**src/rtl/machine_timer_pkg.sv**
```systemverilog
// ----------------------------------------------------------------------------
// machine_timer_pkg : register map, CTRL field layout and bus FSM encoding
// Rev 1.0
// ----------------------------------------------------------------------------
`default_nettype none

`ifndef MACHINE_TIMER_DEFINES_SVH
`define MACHINE_TIMER_DEFINES_SVH
`define size_X_LEN      32
`define TMR_MTIME_LO    5'h00
`define TMR_MTIME_HI    5'h04
`define TMR_CMP_LO      5'h08
`define TMR_CMP_HI      5'h0C
`define TMR_CTRL        5'h10
`define TMR_CTRL_EN_BIT 0
`endif

package machine_timer_pkg;

  localparam int XLEN         = `size_X_LEN;
  localparam int ADDR_W       = 5;
  localparam int CTRL_EN_BIT  = `TMR_CTRL_EN_BIT;
  localparam int CTRL_DIV_LSB = 8;

  localparam logic [0:0] BUS_IDLE = 1'b0;
  localparam logic [0:0] BUS_RESP = 1'b1;

  typedef enum logic [2:0] {
    REG_MTIME_LO,
    REG_MTIME_HI,
    REG_CMP_LO,
    REG_CMP_HI,
    REG_CTRL,
    REG_NONE
  } reg_sel_e;

  // Misaligned offsets never match an entry, so they decode as unmapped.
  function automatic reg_sel_e decode_addr(input logic [ADDR_W-1:0] addr);
    reg_sel_e sel;
    case (addr)
      `TMR_MTIME_LO: sel = REG_MTIME_LO;
      `TMR_MTIME_HI: sel = REG_MTIME_HI;
      `TMR_CMP_LO:   sel = REG_CMP_LO;
      `TMR_CMP_HI:   sel = REG_CMP_HI;
      `TMR_CTRL:     sel = REG_CTRL;
      default:       sel = REG_NONE;
    endcase
    return sel;
  endfunction

endpackage

`default_nettype wire

```
**src/rtl/machine_timer_if.sv**
```systemverilog
// ----------------------------------------------------------------------------
// machine_timer_if : single-outstanding req/ack register port of the timer
// Rev 1.0
// ----------------------------------------------------------------------------
`default_nettype none

interface machine_timer_if;

  logic                                bus_req;
  logic                                bus_we;
  logic [machine_timer_pkg::ADDR_W-1:0] bus_addr;
  logic [machine_timer_pkg::XLEN-1:0]   bus_wdata;
  logic [machine_timer_pkg::XLEN-1:0]   bus_rdata;
  logic                                bus_ack;
  logic                                bus_err;

  modport master (
    output bus_req, bus_we, bus_addr, bus_wdata,
    input  bus_rdata, bus_ack, bus_err
  );

  modport slave (
    input  bus_req, bus_we, bus_addr, bus_wdata,
    output bus_rdata, bus_ack, bus_err
  );

endinterface

`default_nettype wire

```
**src/rtl/machine_timer_prescaler.sv**
```systemverilog
// ----------------------------------------------------------------------------
// timer_prescaler : divide-by-(div+1) tick generator that holds phase while gated
// Rev 1.0
// ----------------------------------------------------------------------------
`default_nettype none

module timer_prescaler #(
  parameter int PRESCALE_W = 8
) (
  input  logic                  clk,
  input  logic                  reset_n,
  input  logic                  gate,
  input  logic [PRESCALE_W-1:0] div,
  input  logic                  clear,
  output logic                  tick
);

  logic [PRESCALE_W-1:0] count_q;
  logic [PRESCALE_W-1:0] count_d;

  assign tick = gate && (count_q == div);

  always_comb begin
    count_d = count_q;
    if (clear) begin
      count_d = '0;
    end else if (gate) begin
      count_d = tick ? '0 : count_q + PRESCALE_W'(1);
    end
  end

  always_ff @(posedge clk or negedge reset_n) begin
    if (!reset_n) begin
      count_q <= '0;
    end else begin
      count_q <= count_d;
    end
  end

endmodule

`default_nettype wire

```
**src/rtl/machine_timer.sv**
```systemverilog
// ----------------------------------------------------------------------------
// machine_timer : memory-mapped mtime/mtimecmp with registered timeout level
// Rev 1.0
// ----------------------------------------------------------------------------
`default_nettype none

module machine_timer
  import machine_timer_pkg::*;
#(
  parameter int          PRESCALE_W = 8,
  parameter logic [63:0] CMP_RESET  = 64'hFFFF_FFFF_FFFF_FFFF
) (
  input  logic                  clk,
  input  logic                  reset_n,
  input  logic                  enable_design,
  machine_timer_if.slave        bus,
  output logic                  timer_timeout
);

  logic [63:0]           mtime_q, mtime_d;
  logic [63:0]           cmp_q, cmp_d;
  logic                  en_q, en_d;
  logic [PRESCALE_W-1:0] div_q, div_d;
  logic [0:0]            state_q, state_d;
  logic [XLEN-1:0]       rdata_q, rdata_d;
  logic                  err_q, err_d;
  logic                  timeout_q, timeout_d;

  logic                  tick;
  logic                  accept;
  logic                  wr;
  reg_sel_e              sel;
  logic [XLEN-1:0]       ctrl_val;
  logic [XLEN-1:0]       read_val;

  assign sel    = decode_addr(bus.bus_addr);
  assign accept = (state_q == BUS_IDLE) && bus.bus_req;
  assign wr     = accept && bus.bus_we && (sel != REG_NONE);

  timer_prescaler #(
    .PRESCALE_W (PRESCALE_W)
  ) u_prescaler (
    .clk     (clk),
    .reset_n (reset_n),
    .gate    (enable_design && en_q),
    .div     (div_q),
    .clear   (wr && (sel == REG_CTRL)),
    .tick    (tick)
  );

  always_comb begin
    ctrl_val                              = '0;
    ctrl_val[CTRL_EN_BIT]                 = en_q;
    ctrl_val[CTRL_DIV_LSB +: PRESCALE_W]  = div_q;
  end

  // Reads see the pre-edge registers, so a coincident tick is not visible yet.
  always_comb begin
    read_val = '0;
    case (sel)
      REG_MTIME_LO: read_val = mtime_q[31:0];
      REG_MTIME_HI: read_val = mtime_q[63:32];
      REG_CMP_LO:   read_val = cmp_q[31:0];
      REG_CMP_HI:   read_val = cmp_q[63:32];
      REG_CTRL:     read_val = ctrl_val;
      default:      read_val = '0;
    endcase
  end

  // A bus write to either mtime half replaces that half and drops the tick.
  always_comb begin
    mtime_d = tick ? mtime_q + 64'd1 : mtime_q;
    cmp_d   = cmp_q;
    en_d    = en_q;
    div_d   = div_q;
    if (wr) begin
      case (sel)
        REG_MTIME_LO: mtime_d = {mtime_q[63:32], bus.bus_wdata};
        REG_MTIME_HI: mtime_d = {bus.bus_wdata, mtime_q[31:0]};
        REG_CMP_LO:   cmp_d   = {cmp_q[63:32], bus.bus_wdata};
        REG_CMP_HI:   cmp_d   = {bus.bus_wdata, cmp_q[31:0]};
        REG_CTRL: begin
          en_d  = bus.bus_wdata[CTRL_EN_BIT];
          div_d = bus.bus_wdata[CTRL_DIV_LSB +: PRESCALE_W];
        end
        default: ;
      endcase
    end
  end

  always_comb begin
    timeout_d = en_q && (mtime_q >= cmp_q);
    rdata_d   = rdata_q;
    err_d     = err_q;
    if (accept) begin
      err_d   = (sel == REG_NONE);
      rdata_d = (!bus.bus_we && (sel != REG_NONE)) ? read_val : '0;
    end
  end

  always_ff @(posedge clk or negedge reset_n) begin
    if (!reset_n) begin
      mtime_q   <= '0;
      cmp_q     <= CMP_RESET;
      en_q      <= 1'b1;
      div_q     <= '0;
      rdata_q   <= '0;
      err_q     <= 1'b0;
      timeout_q <= 1'b0;
    end else begin
      mtime_q   <= mtime_d;
      cmp_q     <= cmp_d;
      en_q      <= en_d;
      div_q     <= div_d;
      rdata_q   <= rdata_d;
      err_q     <= err_d;
      timeout_q <= timeout_d;
    end
  end

  assign timer_timeout = timeout_q;

  // Bus handshake FSM: state register, next state, outputs.
  always_ff @(posedge clk or negedge reset_n) begin
    if (!reset_n) begin
      state_q <= BUS_IDLE;
    end else begin
      state_q <= state_d;
    end
  end

  always_comb begin
    state_d = state_q;
    case (state_q)
      BUS_IDLE: if (bus.bus_req) state_d = BUS_RESP;
      BUS_RESP: state_d = BUS_IDLE;
      default:  state_d = BUS_IDLE;
    endcase
  end

  always_comb begin
    bus.bus_ack   = (state_q == BUS_RESP);
    bus.bus_err   = (state_q == BUS_RESP) && err_q;
    bus.bus_rdata = (state_q == BUS_RESP) ? rdata_q : '0;
  end

endmodule

`default_nettype wire

```
**src/flat_wrapper.sv**
```systemverilog
// flat-port wrapper written by rule: the top's interface ports become plain ports
module machine_timer_flat import machine_timer_pkg::*;
#(
  parameter int          PRESCALE_W = 8,
  parameter logic [63:0] CMP_RESET  = 64'hFFFF_FFFF_FFFF_FFFF
)
  (clk, reset_n, enable_design, timer_timeout, bus_bus_req, bus_bus_we, bus_bus_addr, bus_bus_wdata, bus_bus_rdata, bus_bus_ack, bus_bus_err);
  machine_timer_if bus_i ();
  input  logic clk;
  input  logic reset_n;
  input  logic enable_design;
  output logic timer_timeout;
  input wire logic [$bits(bus_i.bus_req)-1:0] bus_bus_req;
  input wire logic [$bits(bus_i.bus_we)-1:0] bus_bus_we;
  input wire logic [$bits(bus_i.bus_addr)-1:0] bus_bus_addr;
  input wire logic [$bits(bus_i.bus_wdata)-1:0] bus_bus_wdata;
  output wire logic [$bits(bus_i.bus_rdata)-1:0] bus_bus_rdata;
  output wire logic [$bits(bus_i.bus_ack)-1:0] bus_bus_ack;
  output wire logic [$bits(bus_i.bus_err)-1:0] bus_bus_err;
  assign bus_i.bus_req = bus_bus_req;
  assign bus_i.bus_we = bus_bus_we;
  assign bus_i.bus_addr = bus_bus_addr;
  assign bus_i.bus_wdata = bus_bus_wdata;
  assign bus_bus_rdata = bus_i.bus_rdata;
  assign bus_bus_ack = bus_i.bus_ack;
  assign bus_bus_err = bus_i.bus_err;
  machine_timer #(.PRESCALE_W(PRESCALE_W), .CMP_RESET(CMP_RESET)) u_core (.clk(clk), .reset_n(reset_n), .enable_design(enable_design), .bus(bus_i), .timer_timeout(timer_timeout));
endmodule
```
**config.mk**
```make
export PLATFORM = sky130hd
export DESIGN_NAME = machine_timer_flat
export DESIGN_NICKNAME = d
export VERILOG_FILES = /design/src/rtl/machine_timer_pkg.sv /design/src/rtl/machine_timer_if.sv /design/src/rtl/machine_timer_prescaler.sv /design/src/rtl/machine_timer.sv /design/src/flat_wrapper.sv
export SDC_FILE = /design/constraint.sdc
export NUM_CORES = 1
export LEC_CHECK = 0
export ABC_AREA = 1
export BUFFER_PORTS_ARGS = -buffer_cell sky130_fd_sc_hd__buf_2
export CORE_MARGIN = 2
export CORE_UTILIZATION = 35
export CTS_CLUSTER_SIZE = 25
export DETAILED_ROUTE_END_ITERATION = 7
export GPL_ROUTABILITY_DRIVEN = 0
export GPL_TIMING_DRIVEN = 0
export SLEW_MARGIN = 40
export SYNTH_ARGS = -nofsm -noshare
export SYNTH_HDL_FRONTEND = slang
export SYNTH_SLANG_ARGS = --single-unit
export TNS_END_PERCENT = 1
```
**constraint.sdc**
```tcl
create_clock -name clk -period 4.4 [get_ports clk]
set_clock_uncertainty 0.05 [all_clocks]
set_input_delay 1.1 -clock clk [delete_from_list [all_inputs] [get_ports clk]]
set_output_delay 1.1 -clock clk [all_outputs]
set_load 0.005 [all_outputs]
```
### Yosys cells after proc, flatten, opt, wreduce, memory -nomap -nowiden

Index checks and enable logic that the tools add are counted.

| storage, ports and cells | value |
|---|---|
| flip-flop bits (word level) | 180 |
| input port bits | 42 |
| output and inout bits | 35 |
| logic and storage cells | 59 |

| operators by class | value |
|---|---|
| $add $sub $neg | 2 |
| order comparisons | 1 |
| equal/unequal tests | 13 |
| muxes and demuxes | 13 |
| bitwise operators | 3 |
| reductions and logical operators | 16 |

Operators with widths:

| operator | number |
|---|---|
| case mux 64 bit (2 select lines) | 2 |
| case mux 32 bit (5 select lines) | 1 |
| two-way mux 64 bit | 2 |
| adder 64 x 1 -> 64 bit, second input constant | 1 |
| greater-or-equal comparator 64 bit | 1 |
| two-way mux 32 bit | 2 |
| two-way mux 8 bit | 3 |
| case mux 3 bit (5 select lines) | 1 |
| == test 5 x 4 -> 1 bit, second input constant | 2 |
| logical AND 1 bit | 9 |
| adder 8 x 1 -> 8 bit, second input constant | 1 |
| == test 8 bit | 1 |
| == test 3 x 2 -> 1 bit, second input constant | 2 |
| == test 3 bit, second input constant | 2 |
| AND reduction 3 bit | 2 |
| == test 5 x 3 -> 1 bit, second input constant | 1 |
| == test 5 bit, second input constant | 1 |
| logical NOT 5 bit | 1 |
| inequality test 2 bit, second input constant | 2 |
| == test 3 x 1 -> 1 bit, second input constant | 1 |
| logical NOT 3 bit | 1 |
| inequality test 3 bit, second input constant | 1 |
| NOT 1 bit | 3 |
| case mux 1 bit (2 select lines) | 1 |
| 4 further kinds | 4 |

### Longest topological paths before layout

Gate-level depths: netlist of run 1.

| logic depth | value |
|---|---|
| depth after elaboration | 6 |
| depth in mapped cells | 16 |
| gate-level depth less buffers | 16 |

### Hierarchy

A second synthesis of run 1 with hierarchy kept.

| unflattened totals | value |
|---|---|
| cells, all modules | 1687 |
| area, all modules | 12140.4 µm² |

Modules (own cells, without submodules):

| module | times used | cells each | area each (µm²) | seq. area each (µm²) |
|---|---|---|---|---|
| machine_timer | 1 | 1600 | 11514.8 | 4385.5 |
| timer_prescaler | 1 | 87 | 625.6 | 200.2 |

### Worst setup path before layout of run 1

Ideal clock, no wire load.

| timing | value |
|---|---|
| kind | in2reg |
| start point | input port bus_bus_addr[2] |
| end point | register u_core.mtime_q[13] |
| setup time | 118 ps |
| arrival | 2282 ps |
| required time | 4232 ps |
| path slack | 1951 ps |
| cell stages on the path | 12 |
| path buffers | 1 |
| cells stage by stage | inv_2 -> nand3_2 -> nand2_1 -> nand2_4 -> nor2_8 -> nand2_4 -> nor2_8 -> inv_2 -> buf_6 -> o22ai_1 -> o21bai_1 -> inv_1 |

| on the way | value |
|---|---|
| cells in the longest elaborated chain, start to end | 5 |
| elaborated cells between the ends (all ways) | 13 |
| those cells by class | eq/ne (7); mux (3); reduce/logical (3) |

Ends and longest elaborated chain:

| what | RTL line | RTL |
|---|---|---|
| from (decl) | flat_wrapper.sv:15 | `input wire logic [$bits(bus_i.bus_addr)-1:0] bus_bus_addr;` |
| == test 5 bit (tied with other cells) | machine_timer_pkg.sv:40 | `case (addr)` |
| case mux 3 bit (5 select lines) (*) | machine_timer_pkg.sv:40 |  |
| == test 3 x 1 -> 1 bit (tied with other cells) | machine_timer.sv:77 | `case (sel)` |
| case mux 64 bit (2 select lines) or logical AND 1 bit (tied branches) | machine_timer.sv:77, machine_timer.sv:38 |  |
| two-way mux 64 bit or inequality test 2 bit (tied branches) | - |  |
| to (signal assigned) | machine_timer.sv:111 | `mtime_q <= mtime_d;` |
| to (decl) | machine_timer.sv:20 | `logic [63:0] mtime_q, mtime_d;` |

Mark *: on every way between the ends. The rest lies on a longest branch, timed or not.
A chain may end at the register's enable or synchronous reset.

### Worst setup path in the final report of run 1

| timing | value |
|---|---|
| start point | input port bus_bus_addr[3] |
| end point | register u_core.rdata_q[19] |

| on the way | value |
|---|---|
| cells in the longest elaborated chain, start to end | 5 |
| elaborated cells between the ends (all ways) | 15 |
| those cells by class | eq/ne (9); mux (3); reduce/logical (3) |

Ends and longest elaborated chain:

| what | RTL line | RTL |
|---|---|---|
| == test 5 bit (tied with other cells) | machine_timer_pkg.sv:40 |  |
| case mux 3 bit (5 select lines) (*) | machine_timer_pkg.sv:40 |  |
| == test 3 bit (tied with other cells) | machine_timer.sv:60 | `case (sel)` |
| case mux 32 bit (5 select lines) or logical AND 1 bit (tied branches) | machine_timer.sv:60, machine_timer.sv:97 |  |
| two-way mux 32 bit (*) | machine_timer.sv:97 | `rdata_d = (!bus.bus_we && (sel != REG_NONE)) ? read_val : '0;` |
| to (signal assigned) | machine_timer.sv:115 | `rdata_q <= rdata_d;` |
| to (decl) | machine_timer.sv:25 | `logic [XLEN-1:0] rdata_q, rdata_d;` |

Marks and branches as above.

==> run_results.csv, run 1 <==
group,metric,value,unit
sta,setup_viol,0,
floorplanning,core.rowCount,69,
flow_run,maxCapViolations,0,
grt,grt_pass1_wl,73.2,mm
pwr,powerDensity,287,nW/µm²
sta,relSlewSlack,38.6,%
hold_path,holdCritPathClass,"reg2reg",
layout,nNetsFinal,1988,
clock_tree,post_cts_resized,0,
sta,grt_setup_unrepaired,"false",
sta,hold_viol,0,
place,port-buffer-count,76,
pwr,p_int,2.82,mW
floorplanning,io_pins,77,
logic_synthesis,synthFlopType,"dfrtp_1",
logic_synthesis,ys_warn_count,0,
pwr,peakVddDrop,0.000212,V
pwr,power.switching,1.22,mW
clock_tree,cts.clk_slew.worst_paths,70,ps
sta,final.period_utilization,82.2,%
floorplanning,start_util,35.3,%
floorplanning,die_h,193,µm
route,first_iter_violations,1666,
logic_synthesis,yosysTopAreaCell,"dfrtp_1",
route,first_pass_iters,6,
worst_setup_path,start_kind,"primary input",
logic_synthesis,syn_inst,1783,
logic_synthesis,synthDistinctLibCells,47,
pwr,leakagePower,6.68,nW
route,wire_per_inst,20.7,µm
layout,fillers,3770,
clock_tree,hold_buffers,0,
clock_tree,htree_levels,4,
sta,period_needed,3620,ps
place,hpwl,38.1,mm
status,status,"completed",
clock_tree,postCtsSetupBuffers,0,
clock_tree,insertion_delay,460,ps
worst_setup_path,worstPathRequired,4650,ps
logic_synthesis,synth_edf_count,0,
worst_setup_path,worstPathArrival,3870,ps
clock_tree,cts_tree,"yes",
route,ant_nets,0,
logic_synthesis,ys_ff_latch,180,
floorplanning,die_w,193,µm
pwr,p_sw_share,30.2,%
layout,instances_no_fill,2356,
grt,grt_max_degree,73,
layout,syn2layout_area_growth,13.1,%
pwr,clkPwrFrac,39.7,%
pwr,p_comb_share,14.5,%
layout,drive_above_1_share,12.6,%
worst_setup_path,critPathCaptureType,"flop",
logic_synthesis,synthTopCellsByArea,"dfrtp_1 (23%), nand2_1 (14%), dfstp_2 (14%), inv_1 (8.2%), o21ai_0 (6.7%)",
worst_setup_path,critPathMaxFanout,10,
logic_synthesis,ys_async_sr_fraction,100,%
clock_tree,clock-root-buffer,"clkbuf_16",
route,via_per_inst,5.47,
logic_synthesis,ys_top_cells_by_count,"nand2_1 (480), inv_1 (273), nor2_1 (184)",
logic_synthesis,yosysSeqAreaShare,36.8,%
place,place_area,13500,µm²
sta,max_freq,0.277,GHz
floorplanning,core,35300,µm²
worst_setup_path,path_class,"in2reg",
clock_tree,cts_sinks,180,
layout,final_cell_area,14100,µm²
clock_tree,cts_buffer_depth,2,
grt,grt_pass1_vias,12200,
route,route.vias.total,12900,
logic_synthesis,synth.most_common_cell,"nand2_1",
route,drt-total-wl,48.7,mm
logic_synthesis,syn_avg_cell_area,6.98,µm²
logic_synthesis,syn-cell-area,12500,µm²
route,drc,0,
clock_tree,numCtsBuffers,17,
logic_synthesis,synth.net_count,1891,
grt,antenna_found_initial,2,
logic_synthesis,synth_top_area_share,23.1,%
sta,worstMarginPinSlew,921,ps
pwr,pwr-share-seq,45.9,%
sta,drv_slew,0,
place,dp.cells,2322,
grt,grtUsageTotal,26.7,%
grt,overflow,0,
floorplanning,die_area,37100,µm²
## cell families after synthesis
| family | Yosys count | share of synthesized area, % |
|---|---|---|
| AND/OR/NAND/NOR | 841 | 28.8 |
| buffers and inverters | 338 | 10.6 |
| XOR/XNOR | 18 | 1.27 |
| flip-flops | 180 | 36.8 |
| AO/OA/AOI/OAI | 340 | 15.9 |
| adder cells (fa/ha/maj) | 66 | 6.63 |
## cells in the final DEF (no fill, tap or decap), types with 5 or more instances in the layout
cell type,Yosys,layout
nand2_1,480,480
inv_1,273,273
nor2_1,184,184
o21ai_0,167,167
dfrtp_1,115,115
buf_2,14,89
nand3_1,76,76
ha_1,66,66
dfstp_2,65,65
a21oi_1,50,50
o22ai_1,48,48
clkbuf_1,31,32
nand4_1,30,30
a221oi_1,23,23
nor3_1,22,22
a22oi_1,21,21
clkbuf_16,0,17
nor2_2,14,14
xor2_1,12,12
nor2_4,8,8
o211ai_1,8,8
buf_1,7,7
xnor2_1,6,6
inv_2,6,6
a211oi_1,6,6
nand2_2,5,5
nand3_2,5,5
## final timing paths
path                       depth (start not counted)                            from                              to  slack [ps]
min                                                2  u_core.rdata_q[27]$_DFFE_PN0P_  u_core.rdata_q[27]$_DFFE_PN0P_         430
max in group asynchronous                          2                         reset_n     u_core.cmp_q[5]$_DFFE_PN1P_        3010
max reg2reg                                        9         u_core.en_q$_DFFE_PN1P_  u_core.mtime_q[40]$_DFFE_PN0P_        1620
max                                                6                 bus_bus_addr[3]  u_core.rdata_q[19]$_DFFE_PN0P_         780
min in group asynchronous                          1                         reset_n  u_core.rdata_q[21]$_DFFE_PN0P_         510
min reg2reg                                        2  u_core.rdata_q[27]$_DFFE_PN0P_  u_core.rdata_q[27]$_DFFE_PN0P_         430
## sequential cells by signal, summed over array words and instances, names as in the netlist
name                        count
u_core.bus.bus_ack              1
u_core.div_q                    8
u_core.err_q                    1
u_core.cmp_q                   64
u_core.en_q                     1
u_core.rdata_q                 32
u_core.mtime_q                 64
u_core.u_prescaler.count_q      8
u_core.timer_timeout            1
## power by group through the flow
stage               logic, mW  clock network [mW]  registers [mW]
CTS                     0.575                1.62            1.84
finish                  0.583                1.60            1.85
global route            0.656                1.69            1.86
detailed placement      0.571                   0            1.87
floorplan               0.369                   0            1.83
global placement        0.552                   0            1.87
## critical path: stages
cell,delay (ps)
buf_2,140
nand4_1,580
clkinv_1,580
clkbuf_1,450
a221oi_1,810
o21ai_0,190
## layer usage
metal / vias to the layer above / wire length, µm / global-route usage [%]
met3: 140 / 4950 / 6.40
met2: 679 / 21200 / 41.7
met4: 4 / 2440 / 13.1
met5: - / 26 / 0
li1: 6014 / - / -
met1: 6058 / 20100 / 34.5
## final cells by class
cell class	count	area, µm²	area share, %
clock inverters	11	128	0.907
flip-flops and latches	180	4590	32.6
diodes	2	5.00	0.0356
clock buffers	21	470	3.34
well taps	461	577	4.10
inverters	281	1050	7.49
multi-input cells	1265	6550	46.5
repair buffers	78	445	3.16
plain buffers	57	262	1.86
## through the flow
| stage | worst slack, ps | utilization [%] | setup TNS, ps | power, mW | hold WS (ps) |
|---|---|---|---|---|---|
| final | 784 | 39.9 | 0 | 4.03 | 432 |
| after global routing | 766 | 39.8 | 0 | 4.20 | 456 |
| after CTS | 933 | 39.8 | 0 | 4.04 | 440 |
| after detailed placement | 455 | 38.2 | 0 | 2.44 | 424 |
| after global placement | -820 | 38.0 | -90750 | 2.42 | 415 |
| after floorplan | 1950 | - | 0 | 2.20 | 403 |
Note: power is estimated with default switching activity, not from simulation.
==> inputs of run 2 (changes only) <==
--- a/config.mk
+++ b/config.mk
@@ -5,7 +5,7 @@
 export SDC_FILE = /design/constraint.sdc
 export NUM_CORES = 1
 export LEC_CHECK = 0
-export ABC_AREA = 1
+export ABC_AREA = 0
 export BUFFER_PORTS_ARGS = -buffer_cell sky130_fd_sc_hd__buf_2
 export CORE_MARGIN = 2
 export CORE_UTILIZATION = 35
==> constraint.sdc (replaced) <==
create_clock -name clk -period 3.6 [get_ports clk]
set_clock_uncertainty 0.05 [all_clocks]
set_input_delay 0.9 -clock clk [delete_from_list [all_inputs] [get_ports clk]]
set_output_delay 0.9 -clock clk [all_outputs]
set_load 0.005 [all_outputs]
==> run 2 against run 1 <==
Effect of this change: global-route usage down 3.2 points; setup slack got worse by 560 ps; combinational power grew 110%; largest cell class unchanged; highest routed layer unchanged.
==> run_results.csv, run 2 <==
group,metric,value,unit
status,status,"completed",
clock_tree,clock-root-buffer,"clkbuf_16",
worst_setup_path,worstPathArrival,3600,ps
layout,drive_above_1_share,18.7,%
worst_setup_path,crit_chain,"inv_1 > ha_1 > a211o_1 > a31oi_1 > nor4_1 > a2111oi_0 > o21ai_0 > a31oi_1 > o21ai_0",
place,port-buffer-count,75,
sta,relSlewSlack,37.7,%
floorplanning,die_area,32800,µm²
floorplanning,io_pins,77,
worst_setup_path,start_kind,"flop",
flow_run,maxCapViolations,0,
layout,multi_input_area,5780,µm²
sta,period_needed,3370,ps
logic_synthesis,syn-cell-area,11000,µm²
route,route.vias.total,10000,
route,wire_per_inst,22.1,µm
grt,grt_pass1_vias,9671,
grt,antenna_found_initial,2,
grt,grt_pass1_wl,58.7,mm
worst_setup_path,crit_buf_inv,1,
pwr,p_int,3.91,mW
route,first_iter_violations,1073,
layout,nNetsFinal,1422,
route,ant_nets,0,
hold_path,holdCritPathClass,"in2async",
logic_synthesis,synthFlopType,"dfrtp_1",
grt,grt_max_degree,70,
logic_synthesis,ys_ff_latch,180,
logic_synthesis,ys_top_cells_by_count,"nand2_1 (150), o21ai_0 (130), dfrtp_1 (115)",
layout,final_common_cell,"nand2_1",
worst_setup_path,r2r_end,"u_core.timer_timeout$_DFF_PN0_",
layout,fin_util,40.6,%
place,hpwl,28.2,mm
place,dp_slack,-68.3,ps
logic_synthesis,synth.most_common_cell,"nand2_1",
layout,final_cell_area,12500,µm²
clock_tree,cts_tree,"yes",
layout,largest_registers,"u_core.cmp_q (64), u_core.mtime_q (64), u_core.rdata_q (32)",
route,first_pass_iters,8,
sta,setup_viol,0,
layout,ff_latch_area,4590,µm²
pwr,clkPwrFrac,32.2,%
clock_tree,htree_levels,4,
logic_synthesis,synthTopCellsByArea,"dfrtp_1 (26%), dfstp_2 (16%), ha_1 (7.5%), o21ai_0 (5.9%), nand2_1 (5.1%)",
logic_synthesis,syn_inst,1218,
logic_synthesis,yosysSeqAreaShare,41.8,%
clock_tree,hold_buffers,0,
sta,drv_slew,0,
sta,max_freq,0.296,GHz
floorplanning,die_w,181,µm
worst_setup_path,crit_start,"u_core.cmp_q[2]$_DFFE_PN1P_",
pwr,leakagePower,5.68,nW
logic_synthesis,ys_async_sr_fraction,100,%
floorplanning,start_util,35.7,%
sta,grt_setup_unrepaired,"false",
sta,setup_ws,225,ps
worst_setup_path,slowest_delay,780,ps
route,drc,0,
layout,fillers,3109,
clock_tree,numCtsBuffers,17,
clock_tree,insertion_delay,450,ps
clock_tree,cts_buffer_depth,2,
worst_setup_path,critPathTopFamily,"compound AO/OA/AOI/OAI gates",
logic_synthesis,ys_warn_count,0,
logic_synthesis,syn_avg_cell_area,9.00,µm²
floorplanning,core,30700,µm²
worst_setup_path,critPathMaxFanout,2,
worst_setup_path,rrSetupSlack,230,ps
logic_synthesis,yosysTopAreaCell,"dfrtp_1",
grt,overflow,0,
route,via_per_inst,5.81,
clock_tree,post_cts_resized,0,
pwr,pwr-share-seq,46.9,%
logic_synthesis,synth_top_area_share,26.2,%
pwr,p_comb_share,20.9,%
sta,setup_tns,0,ps
worst_setup_path,r2r-start,"u_core.cmp_q[2]$_DFFE_PN1P_",
logic_synthesis,synth_edf_count,0,
layout,syn2layout_area_growth,14.0,%
clock_tree,cts_sinks,180,
sta,worstMarginPinSlew,935,ps
layout,layout_common_cells,"nand2_1 (150), o21ai_0 (130), dfrtp_1 (115)",
worst_setup_path,r2r_cells,9,
worst_setup_path,critPathCaptureType,"flop",
grt,grtUsageTotal,23.5,%
worst_setup_path,cp_slowest_cell,"a2111oi_0",
route,drt-total-wl,38.1,mm
worst_setup_path,worstPathRequired,3830,ps
pwr,p_sw_share,33.7,%
worst_setup_path,path_class,"reg2reg",
pwr,powerDensity,472,nW/µm²
clock_tree,postCtsSetupBuffers,0,
sta,hold_viol,0,
floorplanning,die_h,181,µm
logic_synthesis,synthDistinctLibCells,74,
logic_synthesis,synth.net_count,1326,
place,place_area,11900,µm²
pwr,power.switching,1.99,mW
clock_tree,cts.clk_slew.worst_paths,80,ps
sta,final.period_utilization,93.7,%
pwr,peakVddDrop,0.000278,V
floorplanning,core.rowCount,64,
-- run 2: cells by family after synthesis --
logic type,share of synthesized area [%]
compound gates,19.5
mux,4.67
simple gates,19.7
flops,41.8
fa+ha+maj,7.53
xor+xnor,1.28
buf+inv,5.49
-- run 2: final cells by class --
type / instances / area share, %
Buffer: 72 / 2.49
Antenna cell: 1 / 0.0200
Timing Repair Buffer: 77 / 3.52
Inverter: 78 / 2.34
Multi-Input combinational cell: 888 / 46.3
Sequential cell: 180 / 36.7
Tap cell: 396 / 3.97
Clock buffer: 18 / 3.51
Clock inverter: 14 / 1.15
-- run 2: worst max-delay path by stage --
stage | end | slack, ps | cells after the start
floorplan | u_core.div_q[1]$_DFFE_PN0P_ | 860 | 8
CTS | u_core.timer_timeout$_DFF_PN0_ | 230 | 9
global route | u_core.mtime_q[20]$_DFFE_PN0P_ | 200 | 9
detailed placement | u_core.mtime_q[20]$_DFFE_PN0P_ | -70 | 9
global placement | u_core.u_prescaler.count_q[2]$_DFFE_PN0P_ | -1480 | 1
finish | u_core.timer_timeout$_DFF_PN0_ | 230 | 9
-- run 2: worst reg2reg max path: stages, from the launching register on --
cell,delay [ps]
dfstp_2,540
inv_1,50
ha_1,300
a211o_1,290
a31oi_1,240
nor4_1,120
a2111oi_0,780
o21ai_0,290
a31oi_1,310
o21ai_0,230
-- run 2: power groups by stage --
stage               clock [mW]  sequential (mW)  combinational (mW)
floorplan                    0             2.65               0.849
global placement             0             2.77                1.18
detailed placement           0             2.78                1.21
CTS                       1.92             2.75                1.23
global route              2.01             2.80                1.40
finish                    1.90             2.77                1.23
-- run 2: metrics by stage --
stage                     power [mW]  hold slack (ps)  cells
after floorplan                 3.50              392   1218
after global placement          3.95              403   1689
after detailed placement        4.00              414   1691
after CTS                       5.89              332   1723
after global routing            6.21              355   1723
final                           5.89              328   1724
-- run 2: layer usage --
layer,share of wire (%),vias up,global-route usage (%)
met1,43,4852,32.3
li1,-,4601,-
met4,2.4,4,7.28
met5,0.063,-,0
met2,45,477,37.0
met3,9.1,79,5.36
